==> src/rtl/ov7670_stream_gen_if.sv <==
// OV7670-style parallel camera bus: byte clock, frame/line syncs and pixel byte.
// The master drives the bus; the slave is the capture side.
interface ov7670_stream_gen_if;
    logic       pclk;
    logic       vsync;
    logic       href;
    logic [7:0] pdata;

    modport master (output pclk, output vsync, output href, output pdata);
    modport slave  (input  pclk, input  vsync, input  href, input  pdata);
endinterface

==> src/rtl/ov7670_stream_gen.sv <==
// Synthetic OV7670 RGB444 ("xR GB") camera source with selectable test patterns.
// pclk runs at clock/2; every stream output changes only on the pclk falling edge.
module ov7670_stream_gen #(
    parameter int H_ACTIVE    = 640,
    parameter int H_TOTAL     = 784,
    parameter int V_ACTIVE    = 480,
    parameter int V_TOTAL     = 510,
    parameter int VSYNC_LINES = 3,
    parameter int V_BP        = 17,
    parameter int BAR_W       = 80
) (
    input  logic        clock,
    input  logic        reset,
    input  logic        enable,
    input  logic [1:0]  pattern_sel,
    input  logic [11:0] solid_rgb,
    output logic        frame_start,
    output logic [15:0] frame_count,
    ov7670_stream_gen_if.master cam
);
    localparam int BYTE_W = $clog2(2 * H_TOTAL);
    localparam int LINE_W = $clog2(V_TOTAL);
    localparam int BAR_CW = (BAR_W > 1) ? $clog2(BAR_W) : 1;

    localparam logic [BYTE_W-1:0] BYTE_LAST = BYTE_W'(2 * H_TOTAL - 1);
    localparam logic [LINE_W-1:0] LINE_LAST = LINE_W'(V_TOTAL - 1);
    localparam logic [BAR_CW-1:0] BAR_LAST  = BAR_CW'(BAR_W - 1);
    localparam logic [15:0] VSYNC_END = 16'(VSYNC_LINES);
    localparam logic [15:0] ACT_FIRST = 16'(VSYNC_LINES + V_BP);
    localparam logic [15:0] ACT_END   = 16'(VSYNC_LINES + V_BP + V_ACTIVE);
    localparam logic [15:0] HREF_END  = 16'(2 * H_ACTIVE);

    typedef enum logic {IDLE, RUN} state_e;

    state_e              state_q, state_d;
    logic                pclk_q;
    logic [BYTE_W-1:0]   byte_q, byte_d;
    logic [LINE_W-1:0]   line_q, line_d;
    logic [BAR_CW-1:0]   barpx_q, barpx_d;
    logic [2:0]          baridx_q, baridx_d;
    logic [1:0]          pat_q, pat_d;
    logic [11:0]         rgb_q, rgb_d;
    logic [15:0]         fc_q, fc_d;
    logic                fs_q;
    logic                vsync_q, vsync_d;
    logic                href_q, href_d;
    logic [7:0]          pdata_q, pdata_d;

    logic                tick, frame_end, launch;
    logic [15:0]         px_x, px_y, line16, byte16;
    logic [11:0]         px_rgb;

    function automatic logic [11:0] bar_rgb(input logic [2:0] idx);
        case (idx)
            3'd0:    return 12'hFFF;
            3'd1:    return 12'hFF0;
            3'd2:    return 12'h0FF;
            3'd3:    return 12'h0F0;
            3'd4:    return 12'hF0F;
            3'd5:    return 12'hF00;
            3'd6:    return 12'h00F;
            default: return 12'h000;
        endcase
    endfunction

    // A tick is the clock edge on which pclk falls; all stream state moves only then.
    assign tick      = pclk_q;
    assign frame_end = (byte_q == BYTE_LAST) && (line_q == LINE_LAST);
    assign launch    = tick && enable && ((state_q == IDLE) || frame_end);

    always_ff @(posedge clock) begin
        if (reset) state_q <= IDLE;
        else       state_q <= state_d;
    end

    always_comb begin
        state_d = state_q;
        if (tick) begin
            case (state_q)
                IDLE:    if (enable) state_d = RUN;
                RUN:     if (frame_end && !enable) state_d = IDLE;
                default: state_d = IDLE;
            endcase
        end
    end

    // NOTE: every comb output gets a default first so no path leaves it unassigned (no latch).
    always_comb begin
        byte_d   = byte_q;
        line_d   = line_q;
        barpx_d  = barpx_q;
        baridx_d = baridx_q;
        pat_d    = pat_q;
        rgb_d    = rgb_q;
        fc_d     = fc_q;
        vsync_d  = vsync_q;
        href_d   = href_q;
        pdata_d  = pdata_q;

        if (launch) begin
            byte_d   = '0;
            line_d   = '0;
            barpx_d  = '0;
            baridx_d = '0;
            pat_d    = pattern_sel;
            rgb_d    = solid_rgb;
            fc_d     = fc_q + 16'd1;
        end else if (tick && (state_q == RUN) && !frame_end) begin
            if (byte_q == BYTE_LAST) begin
                byte_d   = '0;
                line_d   = line_q + 1'b1;
                barpx_d  = '0;
                baridx_d = '0;
            end else begin
                byte_d = byte_q + 1'b1;
                // Leaving an odd byte means the next byte opens a new pixel.
                if (byte_q[0]) begin
                    if (barpx_q == BAR_LAST) begin
                        barpx_d  = '0;
                        baridx_d = baridx_q + 3'd1;
                    end else begin
                        barpx_d = barpx_q + 1'b1;
                    end
                end
            end
        end

        line16 = 16'(line_d);
        byte16 = 16'(byte_d);
        px_x   = byte16 >> 1;
        px_y   = line16 - ACT_FIRST;

        case (pat_d)
            2'd0:    px_rgb = rgb_d;
            2'd1:    px_rgb = bar_rgb(baridx_d);
            2'd2:    px_rgb = {px_x[3:0], px_y[3:0], fc_d[3:0]};
            default: px_rgb = (px_x[5] ^ px_y[5]) ? 12'hFFF : 12'h000;
        endcase

        if (tick) begin
            if (state_d == RUN) begin
                vsync_d = (line16 < VSYNC_END);
                href_d  = (line16 >= ACT_FIRST) && (line16 < ACT_END) && (byte16 < HREF_END);
                pdata_d = !href_d  ? 8'h00 :
                          byte_d[0] ? px_rgb[7:0] : {4'h0, px_rgb[11:8]};
            end else begin
                vsync_d = 1'b0;
                href_d  = 1'b0;
                pdata_d = 8'h00;
            end
        end
    end

    // NOTE: sequential state uses non-blocking assignments so all registers update together.
    always_ff @(posedge clock) begin
        if (reset) begin
            pclk_q   <= 1'b0;
            byte_q   <= '0;
            line_q   <= '0;
            barpx_q  <= '0;
            baridx_q <= '0;
            pat_q    <= '0;
            rgb_q    <= '0;
            fc_q     <= '0;
            fs_q     <= 1'b0;
            vsync_q  <= 1'b0;
            href_q   <= 1'b0;
            pdata_q  <= '0;
        end else begin
            pclk_q   <= ~pclk_q;
            byte_q   <= byte_d;
            line_q   <= line_d;
            barpx_q  <= barpx_d;
            baridx_q <= baridx_d;
            pat_q    <= pat_d;
            rgb_q    <= rgb_d;
            fc_q     <= fc_d;
            fs_q     <= launch;
            vsync_q  <= vsync_d;
            href_q   <= href_d;
            pdata_q  <= pdata_d;
        end
    end

    assign cam.pclk    = pclk_q;
    assign cam.vsync   = vsync_q;
    assign cam.href    = href_q;
    assign cam.pdata   = pdata_q;
    assign frame_start = fs_q;
    assign frame_count = fc_q;
endmodule

==> src/flat_wrapper.sv <==
// flat-port wrapper written by rule: the top's interface ports become plain ports
module ov7670_stream_gen_flat 
#(
    parameter int H_ACTIVE    = 640,
    parameter int H_TOTAL     = 784,
    parameter int V_ACTIVE    = 480,
    parameter int V_TOTAL     = 510,
    parameter int VSYNC_LINES = 3,
    parameter int V_BP        = 17,
    parameter int BAR_W       = 80
)
  (clock, reset, enable, pattern_sel, solid_rgb, frame_start, frame_count, cam_pclk, cam_vsync, cam_href, cam_pdata);
  ov7670_stream_gen_if cam_i ();
  input  logic clock;
  input  logic reset;
  input  logic enable;
  input  logic [1:0] pattern_sel;
  input  logic [11:0] solid_rgb;
  output logic frame_start;
  output logic [15:0] frame_count;
  output wire logic [$bits(cam_i.pclk)-1:0] cam_pclk;
  output wire logic [$bits(cam_i.vsync)-1:0] cam_vsync;
  output wire logic [$bits(cam_i.href)-1:0] cam_href;
  output wire logic [$bits(cam_i.pdata)-1:0] cam_pdata;
  assign cam_pclk = cam_i.pclk;
  assign cam_vsync = cam_i.vsync;
  assign cam_href = cam_i.href;
  assign cam_pdata = cam_i.pdata;
  ov7670_stream_gen #(.H_ACTIVE(H_ACTIVE), .H_TOTAL(H_TOTAL), .V_ACTIVE(V_ACTIVE), .V_TOTAL(V_TOTAL), .VSYNC_LINES(VSYNC_LINES), .V_BP(V_BP), .BAR_W(BAR_W)) u_core (.clock(clock), .reset(reset), .enable(enable), .pattern_sel(pattern_sel), .solid_rgb(solid_rgb), .frame_start(frame_start), .frame_count(frame_count), .cam(cam_i));
endmodule
==> config.mk <==
export PLATFORM = sky130hd
export DESIGN_NAME = ov7670_stream_gen_flat
export DESIGN_NICKNAME = d
export VERILOG_FILES = /design/src/rtl/ov7670_stream_gen_if.sv /design/src/rtl/ov7670_stream_gen.sv /design/src/flat_wrapper.sv
export SDC_FILE = /design/constraint.sdc
export NUM_CORES = 1
export LEC_CHECK = 0
export CAP_MARGIN = 20
export CORE_AREA = 2 2 123 113
export DETAILED_ROUTE_END_ITERATION = 10
export DIE_AREA = 0 0 125 115
export PLACE_DENSITY = 0.46
export SYNTH_ARGS = -nofsm -noshare
export SYNTH_HDL_FRONTEND = slang
export SYNTH_SLANG_ARGS = --single-unit
==> constraint.sdc <==
create_clock -name clock -period 4 [get_ports clock]
set_input_delay 0.4 -clock clock [delete_from_list [all_inputs] [get_ports clock]]
set_output_delay 0.4 -clock clock [all_outputs]
set_load 0.01 [all_outputs]
=== Word level (Yosys, flattened, before mapping) ===
Cells that the tools add are included.

* Bits in registers: 73
* Input bits: 17
* Output and inout bits: 28
* Logic and storage cells: 83

* Add/sub/neg operators: 6
* Order comparisons: 4
* Equality and inequality tests: 11
* Mux-type cells: 29
* Bitwise operators: 3
* Reduce and logical (&&, ||, !) cells: 16

{| class="wikitable"
|+ Operators with widths
! operator !! number
|-
| $pmux W12 S7 || 1
|-
| $pmux W12 S3 || 1
|-
| $mux W11 || 3
|-
| $mux W9 || 3
|-
| $mux W12 || 2
|-
| $mux W8 || 3
|-
| $mux W7 || 3
|-
| $add A16 B1 Y16 const B || 1
|-
| $mux W3 || 5
|-
| $add A11 B1 Y11 const B || 1
|-
| $eq A11 B11 Y1 const B || 1
|-
| $lt A11 B11 Y1 const B || 1
|-
| $add A9 B1 Y9 const B || 1
|-
| $eq A3 B3 Y1 const B || 3
|-
| $eq A9 B9 Y1 const B || 1
|-
| $ge A9 B5 Y1 const B || 1
|-
| $lt A9 B2 Y1 const B || 1
|-
| $lt A9 B9 Y1 const B || 1
|-
| $logic_and A1 B1 Y1 || 8
|-
| $add A7 B1 Y7 const B || 1
|-
| $eq A7 B7 Y1 const B || 1
|-
| $eq A3 B2 Y1 const B || 2
|-
| $sub A6 B5 Y6 const B || 1
|-
| $mux W1 || 5
|-
| 16 further kinds || 18
|}

=== Longest topological paths before layout ===
Gate-level depths: netlist (run 1).

* Word-level depth: 13
* Mapped depth: 14
* Depth with buffers taken out: 13

=== Worst setup path after synthesis (run 1) ===
No wires, ideal clock.

* Path type: reg-to-reg
* From: reg u_core.byte_q[0]
* To: reg u_core.pdata_q[0] (netlist: u_core.cam.pdata[0])
* Library setup time: 138 ps
* Arrival time: 2925 ps
* Data required time: 3862 ps
* Slack: 937 ps
* Stages on the path, launching flop included: 14
* Buffers on the path: 3
* Clock period less this slack: 3063 ps
* Path through: dfxtp_1 ha_1 and4_1 and4b_1 buf_4 a41oi_1 buf_2 clkbuf_1 nand2_1 ha_1 nand2_1 nor3_1 o31ai_2 o31ai_1

* Longest elaborated chain between the ends: 13
* Elaborated cells on any way between the ends: 47
* Classes of those cells: add/sub (2); order compare (3); eq/ne (9); mux (22); bitwise (1); reduce/logical (10)

{| class="wikitable"
|+ RTL lines
! item !! line !! source
|-
| start: declaration || ov7670_stream_gen.sv:37 || <nowiki>logic [BYTE_W-1:0] byte_q, byte_d;</nowiki>
|-
| start signal: assignment || ov7670_stream_gen.sv:171 || <nowiki>byte_q <= byte_d;</nowiki>
|-
| $eq A11 B11 Y1 || ov7670_stream_gen.sv:68, ov7670_stream_gen.sv:109 ||
|-
| $logic_and A1 B1 Y1 || ov7670_stream_gen.sv:68 || <nowiki>assign frame_end = (byte_q == BYTE_LAST) && (line_q == LINE_LAST);</nowiki>
|-
| $logic_not A1 Y1 || ov7670_stream_gen.sv:108 || <nowiki>end else if (tick && (state_q == RUN) && !frame_end) begin</nowiki>
|-
| $logic_and A1 B1 Y1 || ov7670_stream_gen.sv:108 ||
|-
| $mux W9 || ov7670_stream_gen.sv:108 ||
|-
| $mux W9 || ov7670_stream_gen.sv:100 || <nowiki>if (launch) begin</nowiki>
|-
| $sub A6 B5 Y6 || ov7670_stream_gen.sv:131 || <nowiki>px_y = line16 - ACT_FIRST;</nowiki>
|-
| $xor A1 B1 Y1 || ov7670_stream_gen.sv:137 || <nowiki>default: px_rgb = (px_x[5] ^ px_y[5]) ? 12'hFFF : 12'h000;</nowiki>
|-
| $mux W12 || ov7670_stream_gen.sv:137 ||
|-
| $pmux W12 S3 || ov7670_stream_gen.sv:133 || <nowiki>case (pat_d)</nowiki>
|-
| $mux W8 || ov7670_stream_gen.sv:145 || <nowiki>byte_d[0] ? px_rgb[7:0] : {4'h0, px_rgb[11:8]};</nowiki>
|-
| $mux W8 || ov7670_stream_gen.sv:144 || <nowiki>pdata_d = !href_d ? 8'h00 :</nowiki>
|-
| $mux W8 (*) || ov7670_stream_gen.sv:141 || <nowiki>if (state_d == RUN) begin</nowiki>
|-
| end signal: assignment || ov7670_stream_gen.sv:181 || <nowiki>pdata_q <= pdata_d;</nowiki>
|-
| end: declaration || ov7670_stream_gen.sv:47 || <nowiki>logic [7:0] pdata_q, pdata_d;</nowiki>
|}

Mark *: on every way between the ends. The rest lies on a longest branch, timed or not.
A chain may end at the register's enable or synchronous reset.

=== Worst setup path in the final report (run 1) ===
* From: reg u_core.byte_q[0]
* To: reg u_core.fc_q[15] (netlist: u_core.frame_count[15])

* Longest elaborated chain between the ends: 4

{| class="wikitable"
|+ RTL lines
! item !! line !! source
|-
| $eq A11 B11 Y1 || ov7670_stream_gen.sv:68 ||
|-
| $logic_and A1 B1 Y1 || ov7670_stream_gen.sv:68 ||
|-
| $logic_or A1 B1 Y1 || ov7670_stream_gen.sv:69 || <nowiki>assign launch = tick && enable && ((state_q == IDLE) || frame_end);</nowiki>
|-
| $logic_and A1 B1 Y1 || ov7670_stream_gen.sv:69 ||
|-
| end signal: assignment || ov7670_stream_gen.sv:164 || <nowiki>fc_q <= '0;</nowiki>
|-
| end signal: assignment || ov7670_stream_gen.sv:177 || <nowiki>fc_q <= fc_d;</nowiki>
|-
| end: declaration || ov7670_stream_gen.sv:43 || <nowiki>logic [15:0] fc_q, fc_d;</nowiki>
|}

No other way between the ends.

==> metrics.txt, run 1 <==
outcome=complete, no violations; most frequent CP cell=and3_1; Antenna diodes=0; DR WL met3=461 microns; # setup viols final=0; total clock sinks=73; largest net degree at the start of global routing=51; initial core utilization=0.2939; Post-CTS Setup Bufs=0; Finished Cell Area=4793 sq um; first-pass GRT wire length=18.02 mm; number of synthesized register bits=73; via count=3557; grt ovf=0; CP Launch Type=register; Post-DRT Antenna Nets=0; I/O pin cnt=45; final period utilization=0.8736; die area=14380 sq um; Synthesized Nets=494; DR WL met2=4.631 mm; clock root cell=clkbuf_16; Worst path max stage delay=0.47 ns; Critical Path AT=3.69 ns; port buffer count=44; clk_skew=0.01115 ns; post-layout util=0.3656; R2R Path Start=u_core.byte_q[0]$_SDFF_PP0_; Data required, critical path=4.19 ns; vias in the first global route=3415; worst min-delay path startpoint=u_core.cam.href$_SDFFE_PP0P_; WL/cell=16.05 microns; clock buffers created by TritonCTS=9; setup TNS=0 ns; Seq/Total Area, Yosys=0.3792; critical path class=register to register; CTS Hold Bufs=0; Mapped Cells=470; clk buf depth=2; Syn Area/Cell=8.199 sq um; chip height=115 microns; Routed WL=10.93 mm; relative slew slack=0.3166; share of cells above drive strength 1=0.07992; leakage power=1.726 nW; HPWL after detailed placement=7.933 mm; RSZ-0062 raised after global routing=false; slowest CP cell=a41oi_2; FFs w/ async S/R, synth=0; final setup margin=0.5054 ns; FF-to-FF path depth=10; wire length on met1=5.651 mm; worst-skew pair later-pin latency=0.34 ns; FP Rows=40; Tot GR Track Use=0.1559; Peak VDD IR=0.0002128 V; first drt pass iteration count=5; Fin. Hold Viols=0; sequential standard cell area=1461 sq um; placed inst area=4469 sq um; reg-to-reg slack, setup=0.51 ns; hold crit path type=register to register; Vias/cell=5.223; Fmax=286.2 MHz; CTS tree=yes; number of distinct library cells after synthesis=69; Hold WS=0.4473 ns; Place WS=0.5238 ns; pins over their slew limit=0; Die Span X=125 microns; H-tree Lvls=3; fin crit period=3.495 ns; P per Cell Area=368.9 nW/um^2; hold path cells=2; synthesis-to-layout area growth=24.38%; Worst-path clk slew=0.07 ns; initial antenna violation count=0; area of the core=13110 sq um; Top Layer Used=met4; DRT iter0 DRCs=250; Max Cap Viol=0; CP max FO=20; crit end category=register; Cell Chain, Critical Path=ha_1 > and4_1 > and4b_1 > a41oi_2 > buf_4 > nor4_1 > and3_1 > and3_1 > xnor2_1 > nor2_1; residual DRC count=0; post_cts resized=0; Worst Max-Slew Pin Slew=1.025 ns; Syn Std Cell Area=3854 sq um; ys flop type=dfxtp_1; GPL Wtd Cong=0.8477; Final Net Count=532; CP startpoint=u_core.byte_q[0]$_SDFF_PP0_; YS warnings=0; Post-synth EDFFs=0; multi-input logic area=2248 sq um; Filler Cells Inserted=1398
-- cell usage after synthesis (5+ instances only) --
cell type / instances / area, sq um
o31ai_1: 7 / 52.55
nand2_1: 48 / 180.2
nor3_1: 17 / 85.08
nand4_1: 6 / 37.54
ha_1: 7 / 87.58
xnor2_1: 16 / 140.1
and3_1: 7 / 43.79
o21ai_0: 18 / 90.09
nor4_1: 5 / 31.28
a31oi_1: 7 / 43.79
nand3_1: 20 / 100.1
buf_2: 10 / 50.05
clkbuf_1: 13 / 48.80
a21oi_1: 27 / 135.1
inv_1: 11 / 41.29
dfxtp_1: 73 / 1461
or3_1: 5 / 31.28
xor2_1: 17 / 148.9
nor2_1: 63 / 236.5
mux2i_1: 10 / 100.1
and2_1: 5 / 31.28
-- final timing paths --
| check | end |
|---|---|
| min | u_core.cam.href$_SDFFE_PP0P_ |
| max | u_core.frame_count[15]$_SDFFE_PP0N_ |
| max reg2reg | u_core.frame_count[15]$_SDFFE_PP0N_ |
| min reg2reg | u_core.cam.href$_SDFFE_PP0P_ |
-- routing by layer --
metal | vias to the layer above | GRT usage
li1 | 1767 | -
met1 | 1687 | 0.2205
met2 | 87 | 0.2391
met3 | 16 | 0.03118
met4 | 0 | 0.05185
met5 | - | 0
-- state kept, by name (all words and copies together), names as in the netlist, 2 cells and up --
| signal | count |
|---|---|
| u_core.barpx_q | 7 |
| u_core.baridx_q | 3 |
| u_core.rgb_q | 12 |
| u_core.line_q | 9 |
| u_core.byte_q | 11 |
| u_core.frame_count | 16 |
| u_core.cam.pdata | 8 |
| u_core.pat_q | 2 |
-- cells by family (layout without fill, tap and decap cells) --
| group | count (synthesis) | after routing | synth area share |
|---|---|---|---|
| AOI/OAI and AO/OA | 103 | 103 | 0.1812 |
| xor gates and xnor gates | 33 | 33 | 0.07500 |
| adders and majority gates | 7 | 7 | 0.02273 |
| buffers and inverters | 36 | 79 | 0.03929 |
| DFF | 73 | 73 | 0.3792 |
| muxes | 11 | 11 | 0.02890 |
| and+or+nand+nor | 207 | 207 | 0.2737 |
-- stage by stage --
stage | instances | power (mW)
final | 681 | 1.768
after global placement | 665 | 0.8986
after floorplan | 470 | 0.8403
after CTS | 681 | 1.792
after detailed placement | 665 | 0.8989
after global routing | 681 | 1.833
-- area by class of cell --
class | count | area share
clock buffers | 9 | 0.04699
clock inverters | 7 | 0.02062
inverters | 11 | 0.008614
multi-input cells | 361 | 0.4691
flip-flops and latches | 73 | 0.3049
well taps | 168 | 0.04385
repair buffers | 52 | 0.1060
-- where the power goes --
| part | leakage, nW | switching, mW | internal (mW) |
|---|---|---|---|
| clock network | 0.157 | 0.334 | 0.552 |
| registers | 0.590 | 0.0113 | 0.737 |
| logic | 0.979 | 0.0814 | 0.0536 |
| total | 1.73 | 0.426 | 1.34 |
-- critical path, delay by kind of cell (launching register included) --
kind	cells	cell delay, ns
xor+xnor	1	0.12
flops	1	0.44
buf+inv	1	0.38
fa+ha+maj	1	0.23
simple gates	6	1.72
compound gates	1	0.47
-- placed cells by master, fill, tap and decap left out, drive strengths merged, types with 5 or more instances in the layout --
cell type | Yosys | final
a21oi | 27 | 27
a31oi | 7 | 7
and2 | 5 | 5
and3 | 7 | 7
buf | 12 | 9
clkbuf | 13 | 9
clkdlybuf4s50 | 0 | 43
dfxtp | 73 | 73
ha | 7 | 7
inv | 11 | 14
mux2i | 10 | 10
nand2 | 48 | 48
nand3 | 21 | 21
nand4 | 6 | 6
nor2 | 64 | 64
nor3 | 18 | 18
nor4 | 5 | 5
o21ai | 18 | 18
o31ai | 8 | 8
or2 | 5 | 5
or3 | 5 | 5
xnor2 | 16 | 16
xor2 | 17 | 17
No activity file was read; power rests on OpenSTA's default activity.
==> inputs of run 2 (changes only) <==
==> constraint.sdc (replaced) <==
create_clock -name clock -period 4 [get_ports clock]
set_input_delay 1 -clock clock [delete_from_list [all_inputs] [get_ports clock]]
set_output_delay 1 -clock clock [all_outputs]
set_load 0.01 [all_outputs]
==> run 2 against run 1 <==
  * Routed wire length up 2.2%
  * First-iteration DRC count up 10%
  * Combinational power about the same
  * Final cell count up 1.2%
  * Non-clock buffer count up 8
  * Register-to-register slack better by 0.16 ns
  * Largest power group unchanged
==> metrics.txt, run 2 (synthesis gave the netlist of run 1 again) <==
worst min-delay path startpoint=u_core.cam.href$_SDFFE_PP0P_; total clock sinks=73 (unchanged); I/O pin cnt=45 (unchanged); final period utilization=0.8342 (-0.03947); clk buf depth=2 (unchanged); fin crit period=3.337 ns (-0.1579 ns); clk_skew=0.007334 ns (-0.003816 ns); chip height=115 microns (unchanged); hold path cells=2 (unchanged); CP max FO=10 (-50%); H-tree Lvls=3 (unchanged); relative slew slack=0.4334 (+0.1168); Peak VDD IR=0.0002084 V (-2.1%); outcome=complete, no violations; Max Cap Viol=0 (unchanged); post_cts resized=0 (unchanged); post-layout util=0.3677 (+0.002195); share of cells above drive strength 1=0.09405 (+0.01413); leakage power=1.744 nW (+1.1%); Hold WS=0.4449 ns (-0.002310 ns); Data required, critical path=4.23 ns (+0.04 ns); die area=14380 sq um (unchanged); CTS tree=yes; Post-CTS Setup Bufs=0 (unchanged); max reg flops=16 (unchanged); clock root cell=clkbuf_16; CTS Hold Bufs=0 (unchanged); Tot GR Track Use=0.1607 (+0.004752); most frequent cells in the layout=dfxtp_1, nor2_1, nand2_1; commonest non-fill, non-tap cell in the layout=dfxtp_1; initial core utilization=0.2939 (unchanged); initial antenna violation count=0 (unchanged); GR Util met1=0.2252 (+0.004679); GPL Wtd Cong=0.8695 (+2.6%); Antenna diodes=0 (unchanged); Finished Cell Area=4822 sq um (+0.60%); capture point of the worst reg-to-reg path=u_core.cam.pdata[5]$_SDFFE_PP0P_; HPWL after detailed placement=8.094 mm (+2.0%); vias in the first global route=3540 (+3.7%); total power=1.703 mW (-3.7%); port buffer count=44 (unchanged); WL/cell=16.21 microns (+0.97%); Die Span X=125 microns (unchanged); largest net degree at the start of global routing=30 (-41%); grt ovf=0 (unchanged); worst-skew pair later-pin latency=0.34 ns (about the same); Worst-path clk slew=0.06 ns (about the same); hold crit path type=register to register; crit end category=register; Vias/cell=5.145 (-1.5%); critical path class=register to register; FP Rows=40 (unchanged); met3 Use GR=0.04235 (+0.01117); via count=3545 (-0.34%); Post-DRT Antenna Nets=0 (unchanged); placed inst area=4517 sq um (+1.1%); Most Crowded Layer GR=met2; reg-to-reg slack, setup=0.66 ns (+0.16 ns); grt met2 use=0.2395 (+0.0003623); Final Net Count=540 (+1.5%); Worst Hold Path EP=u_core.cam.href$_SDFFE_PP0P_; Fin. Hold Viols=0 (unchanged); Fmax=299.7 MHz (+4.7%); residual DRC count=0 (unchanged); FF-to-FF path depth=11 (+1); Routed WL=11.17 mm (+2.2%); Worst Max-Slew Pin Slew=0.8468 ns (-0.1784 ns); clock buffers created by TritonCTS=9 (unchanged); Filler Cells Inserted=1380 (-1.3%); DRT iter0 DRCs=276 (+10%); synthesis-to-layout area growth=25.13%; first-pass GRT wire length=18.49 mm (+2.6%); CP Launch Type=register; R2R Path Start=u_core.byte_q[0]$_SDFF_PP0_; first drt pass iteration count=5 (unchanged); pins over their slew limit=0 (unchanged); setup TNS=0 ns (unchanged); area of the core=13110 sq um (unchanged); Critical Path AT=3.57 ns (-0.12 ns); # setup viols final=0 (unchanged); P per Cell Area=353.2 nW/um^2 (-4.3%); RSZ-0062 raised after global routing=false
run 2: per-stage QoR:
step	setup WS [ns]	cells
6_report	0.6633	689
5_1_grt	0.2746	689
4_1_cts	0.6563	689
3_5_place_dp	0.5142	673
3_3_place_gp	0.5959	673
2_1_floorplan	0.8348	470
run 2: critical path, stage by stage (launching register included):
cell and delay (ns):
dfxtp_1 0.44, ha_1 0.22, and4_1 0.24, nand4b_2 0.28, buf_4 0.28, nor4_1 0.35
xnor2_1 0.38, nor3_1 0.19, a31oi_1 0.25, o31ai_2 0.09, buf_4 0.18, o41ai_1 0.32
run 2: worst max-delay path by stage:
stage                                startpoint                               end  slack (ns)
floorplan                                enable  u_core.cam.pdata[0]$_SDFFE_PP0P_        0.83
global placement                         enable  u_core.cam.pdata[3]$_SDFFE_PP0P_        0.60
detailed placement                       enable  u_core.cam.pdata[3]$_SDFFE_PP0P_        0.51
CTS                 u_core.byte_q[0]$_SDFF_PP0_  u_core.cam.pdata[6]$_SDFFE_PP0P_        0.66
global route        u_core.byte_q[0]$_SDFF_PP0_  u_core.cam.pdata[5]$_SDFFE_PP0P_        0.27
finish              u_core.byte_q[0]$_SDFF_PP0_  u_core.cam.pdata[5]$_SDFFE_PP0P_        0.66
run 2: layer usage:
layer | up-vias | wire, microns | share of wire
met4 | 0 | 125 | 0.011
met1 | 1666 | 5584 | 0.50
met2 | 90 | 4816 | 0.43
met3 | 6 | 641 | 0.057
met5 | - | 0 | 0
li1 | 1783 | - | -
run 2: layout make-up:
type / instances / area [sq um] / share of cell area
repair buffers: 60 / 555.5 / 0.1152
inverters: 11 / 41.29 / 0.008563
clock buffers: 9 / 225.2 / 0.04670
multi-input cells: 361 / 2248 / 0.4663
flip-flops and latches: 73 / 1461 / 0.3031
clock inverters: 7 / 80.08 / 0.01661
well taps: 168 / 210.2 / 0.04359
run 2: report_power, final:
| part | internal (mW) | switching [mW] | total [mW] |
|---|---|---|---|
| Combinational | 0.0562 | 0.0786 | 0.135 |
| Sequential | 0.737 | 0.0118 | 0.749 |
| Clock | 0.488 | 0.332 | 0.820 |
==> inputs of run 3 (changes only) <==
- clock period: 4 -> 3.5 ns (I/O delays scaled with it)
==> run 3 against run 2 <==
  * Non-clock buffer count is 6 higher
  * Sequential power increased by 14%
  * Utilization rose by 0.62 points
  * Die area unchanged
  * Total power grew 17%
  * Combinational power grew 24%
  * First-iteration DRC count shrank 1.4%
  * Clock power increased by 20%
  * Maximum frequency increased by 8.4%
==> metrics.txt, run 3 (synthesis gave the netlist of run 1 again) <==
clock share of power=0.490 (+0.009); vias in the first global route=3518 (-0.62%); final period utilization=0.8796 (+0.04542); Final Net Count=546 (+1.1%); pins over their slew limit=0 (unchanged); post_cts resized=0 (unchanged); FP Rows=40 (unchanged); commonest non-fill, non-tap cell in the layout=dfxtp_1; Vias/cell=5.224 (+1.5%); worst-skew pair later-pin latency=0.34 ns (about the same); CP max FO=12 (+2); CTS Hold Bufs=0 (unchanged); HPWL after detailed placement=8.207 mm (+1.4%); share of cells above drive strength 1=0.1044 (+0.01031); clock root cell=clkbuf_16; Critical Path AT=3.32 ns (-0.25 ns); critical path class=register to register; Fmax=324.8 MHz (+8.4%); outcome=complete, no violations; clk buf depth=2 (unchanged); setup TNS=0 ns (unchanged); port buffer count=44 (unchanged); grt ovf=0 (unchanged); first-pass GRT wire length=18.64 mm (+0.82%); P per Cell Area=407.6 nW/um^2 (+15%); Finished Cell Area=4903 sq um (+1.7%); H-tree Lvls=3 (unchanged); Tot GR Track Use=0.1630 (+0.002330); residual DRC count=0 (unchanged); I/O pin cnt=45 (unchanged); chip height=115 microns (unchanged); hold crit path type=register to register; leakage power=1.794 nW (+2.8%); Peak VDD IR=0.0002229 V (+7.0%); Post-CTS Setup Bufs=0 (unchanged); crit end category=register; clk_skew=0.004769 ns (-0.002566 ns); WL/cell=16.30 microns (+0.57%); Sequential Power Share=0.426 (-0.014); total clock sinks=73 (unchanged); initial antenna violation count=0 (unchanged); CTS tree=yes; clock buffers created by TritonCTS=9 (unchanged); P_sw=0.4772 mW (+13%); largest net degree at the start of global routing=32 (+6.7%); initial core utilization=0.2939 (unchanged); Fin. Hold Viols=0 (unchanged); area of the core=13110 sq um (unchanged); Antenna diodes=0 (unchanged); Data required, critical path=3.74 ns (-0.49 ns); GPL Wtd Cong=0.8104 (-6.8%); logic gate share of total power=0.084 (+0.005); Worst-path clk slew=0.06 ns (about the same); fin crit period=3.079 ns (-0.2581 ns); Filler Cells Inserted=1405 (+1.8%); die area=14380 sq um (unchanged); Max Cap Viol=0 (unchanged); total power=1.999 mW (+17%); relative slew slack=0.4757 (+0.04230); Routed WL=11.33 mm (+1.5%); sw frac=0.2388 (-0.009156); # setup viols final=0 (unchanged); RSZ-0062 raised after global routing=false; first drt pass iteration count=4 (-1); max reg flops=16 (unchanged); Post-DRT Antenna Nets=0 (unchanged); Die Span X=125 microns (unchanged); Int Power=1.521 mW (+19%); Worst Max-Slew Pin Slew=0.7836 ns (-0.06322 ns); most frequent cells in the layout=dfxtp_1, nor2_1, nand2_1; CP Launch Type=register; DRT iter0 DRCs=272 (-1.4%); via count=3631 (+2.4%); synthesis-to-layout area growth=27.24%; placed inst area=4587 sq um (+1.6%)
## run 3: changes by cell type in the layout (fill, tap and decap cells not counted), sizes merged
cell	delta
clkbuf	+3
clkinv	-2
inv	-1
buf	+6
## run 3: per-stage QoR
| step | hold slack, ns | instances | setup WS (ns) | utilization |
|---|---|---|---|---|
| finish | 0.4537 | 695 | 0.4214 | 0.3740 |
| global route | 0.4807 | 695 | 0.1979 | 0.3740 |
| CTS | 0.4555 | 695 | 0.3819 | 0.3740 |
| detailed placement | 0.4358 | 679 | 0.2682 | 0.3498 |
| global placement | 0.4454 | 679 | 0.2975 | 0.3498 |
| floorplan | 0.4318 | 470 | 0.4368 | - |
## run 3: final timing paths
check | from | to | slack [ns] | depth (start not counted)
setup reg to reg | u_core.byte_q[1]$_SDFF_PP0_ | u_core.cam.pdata[5]$_SDFFE_PP0P_ | 0.42 | 10
hold / removal | u_core.rgb_q[11]$_SDFF_PP0_ | u_core.rgb_q[11]$_SDFF_PP0_ | 0.45 | 2
setup / recovery | u_core.byte_q[1]$_SDFF_PP0_ | u_core.cam.pdata[5]$_SDFFE_PP0P_ | 0.42 | 10
hold reg to reg | u_core.rgb_q[11]$_SDFF_PP0_ | u_core.rgb_q[11]$_SDFF_PP0_ | 0.45 | 2
## run 3: worst max-delay path, cell delays in order, from the launching register on
cell and delay, ns:
dfxtp_1 0.35, ha_1 0.20, and4_1 0.24, nand4b_2 0.32
or4b_1 0.60, a31oi_1 0.30, nor2_1 0.16, a31oi_1 0.25
o31ai_2 0.09, buf_4 0.18, o41ai_1 0.28
## run 3: area by class of cell
class / count / area [sq um] / share of cell area
multi-input cells: 361 / 2248 / 0.4585
flip-flops and latches: 73 / 1461 / 0.2980
repair buffers: 66 / 625.6 / 0.1276
clock buffers: 12 / 266.5 / 0.05435
well taps: 168 / 210.2 / 0.04287
clock inverters: 4 / 50.05 / 0.01021
inverters: 11 / 41.29 / 0.008421
## run 3: power by group through the flow
stage / logic (mW) / registers [mW] / clock network, mW
CTS: 0.168 / 0.851 / 1.01
global placement: 0.168 / 0.869 / 0
floorplan: 0.0929 / 0.867 / 0
global route: 0.186 / 0.853 / 1.04
finish: 0.168 / 0.851 / 0.980
detailed placement: 0.167 / 0.869 / 0
## run 3: per-layer routing
layer | GRT usage | wire (microns) | part of all wire
met1 | 0.2328 | 5849 | 0.52
met2 | 0.2380 | 4821 | 0.43
met3 | 0.04002 | 451 | 0.040
met4 | 0.06074 | 206 | 0.018
met5 | 0 | 0 | 0
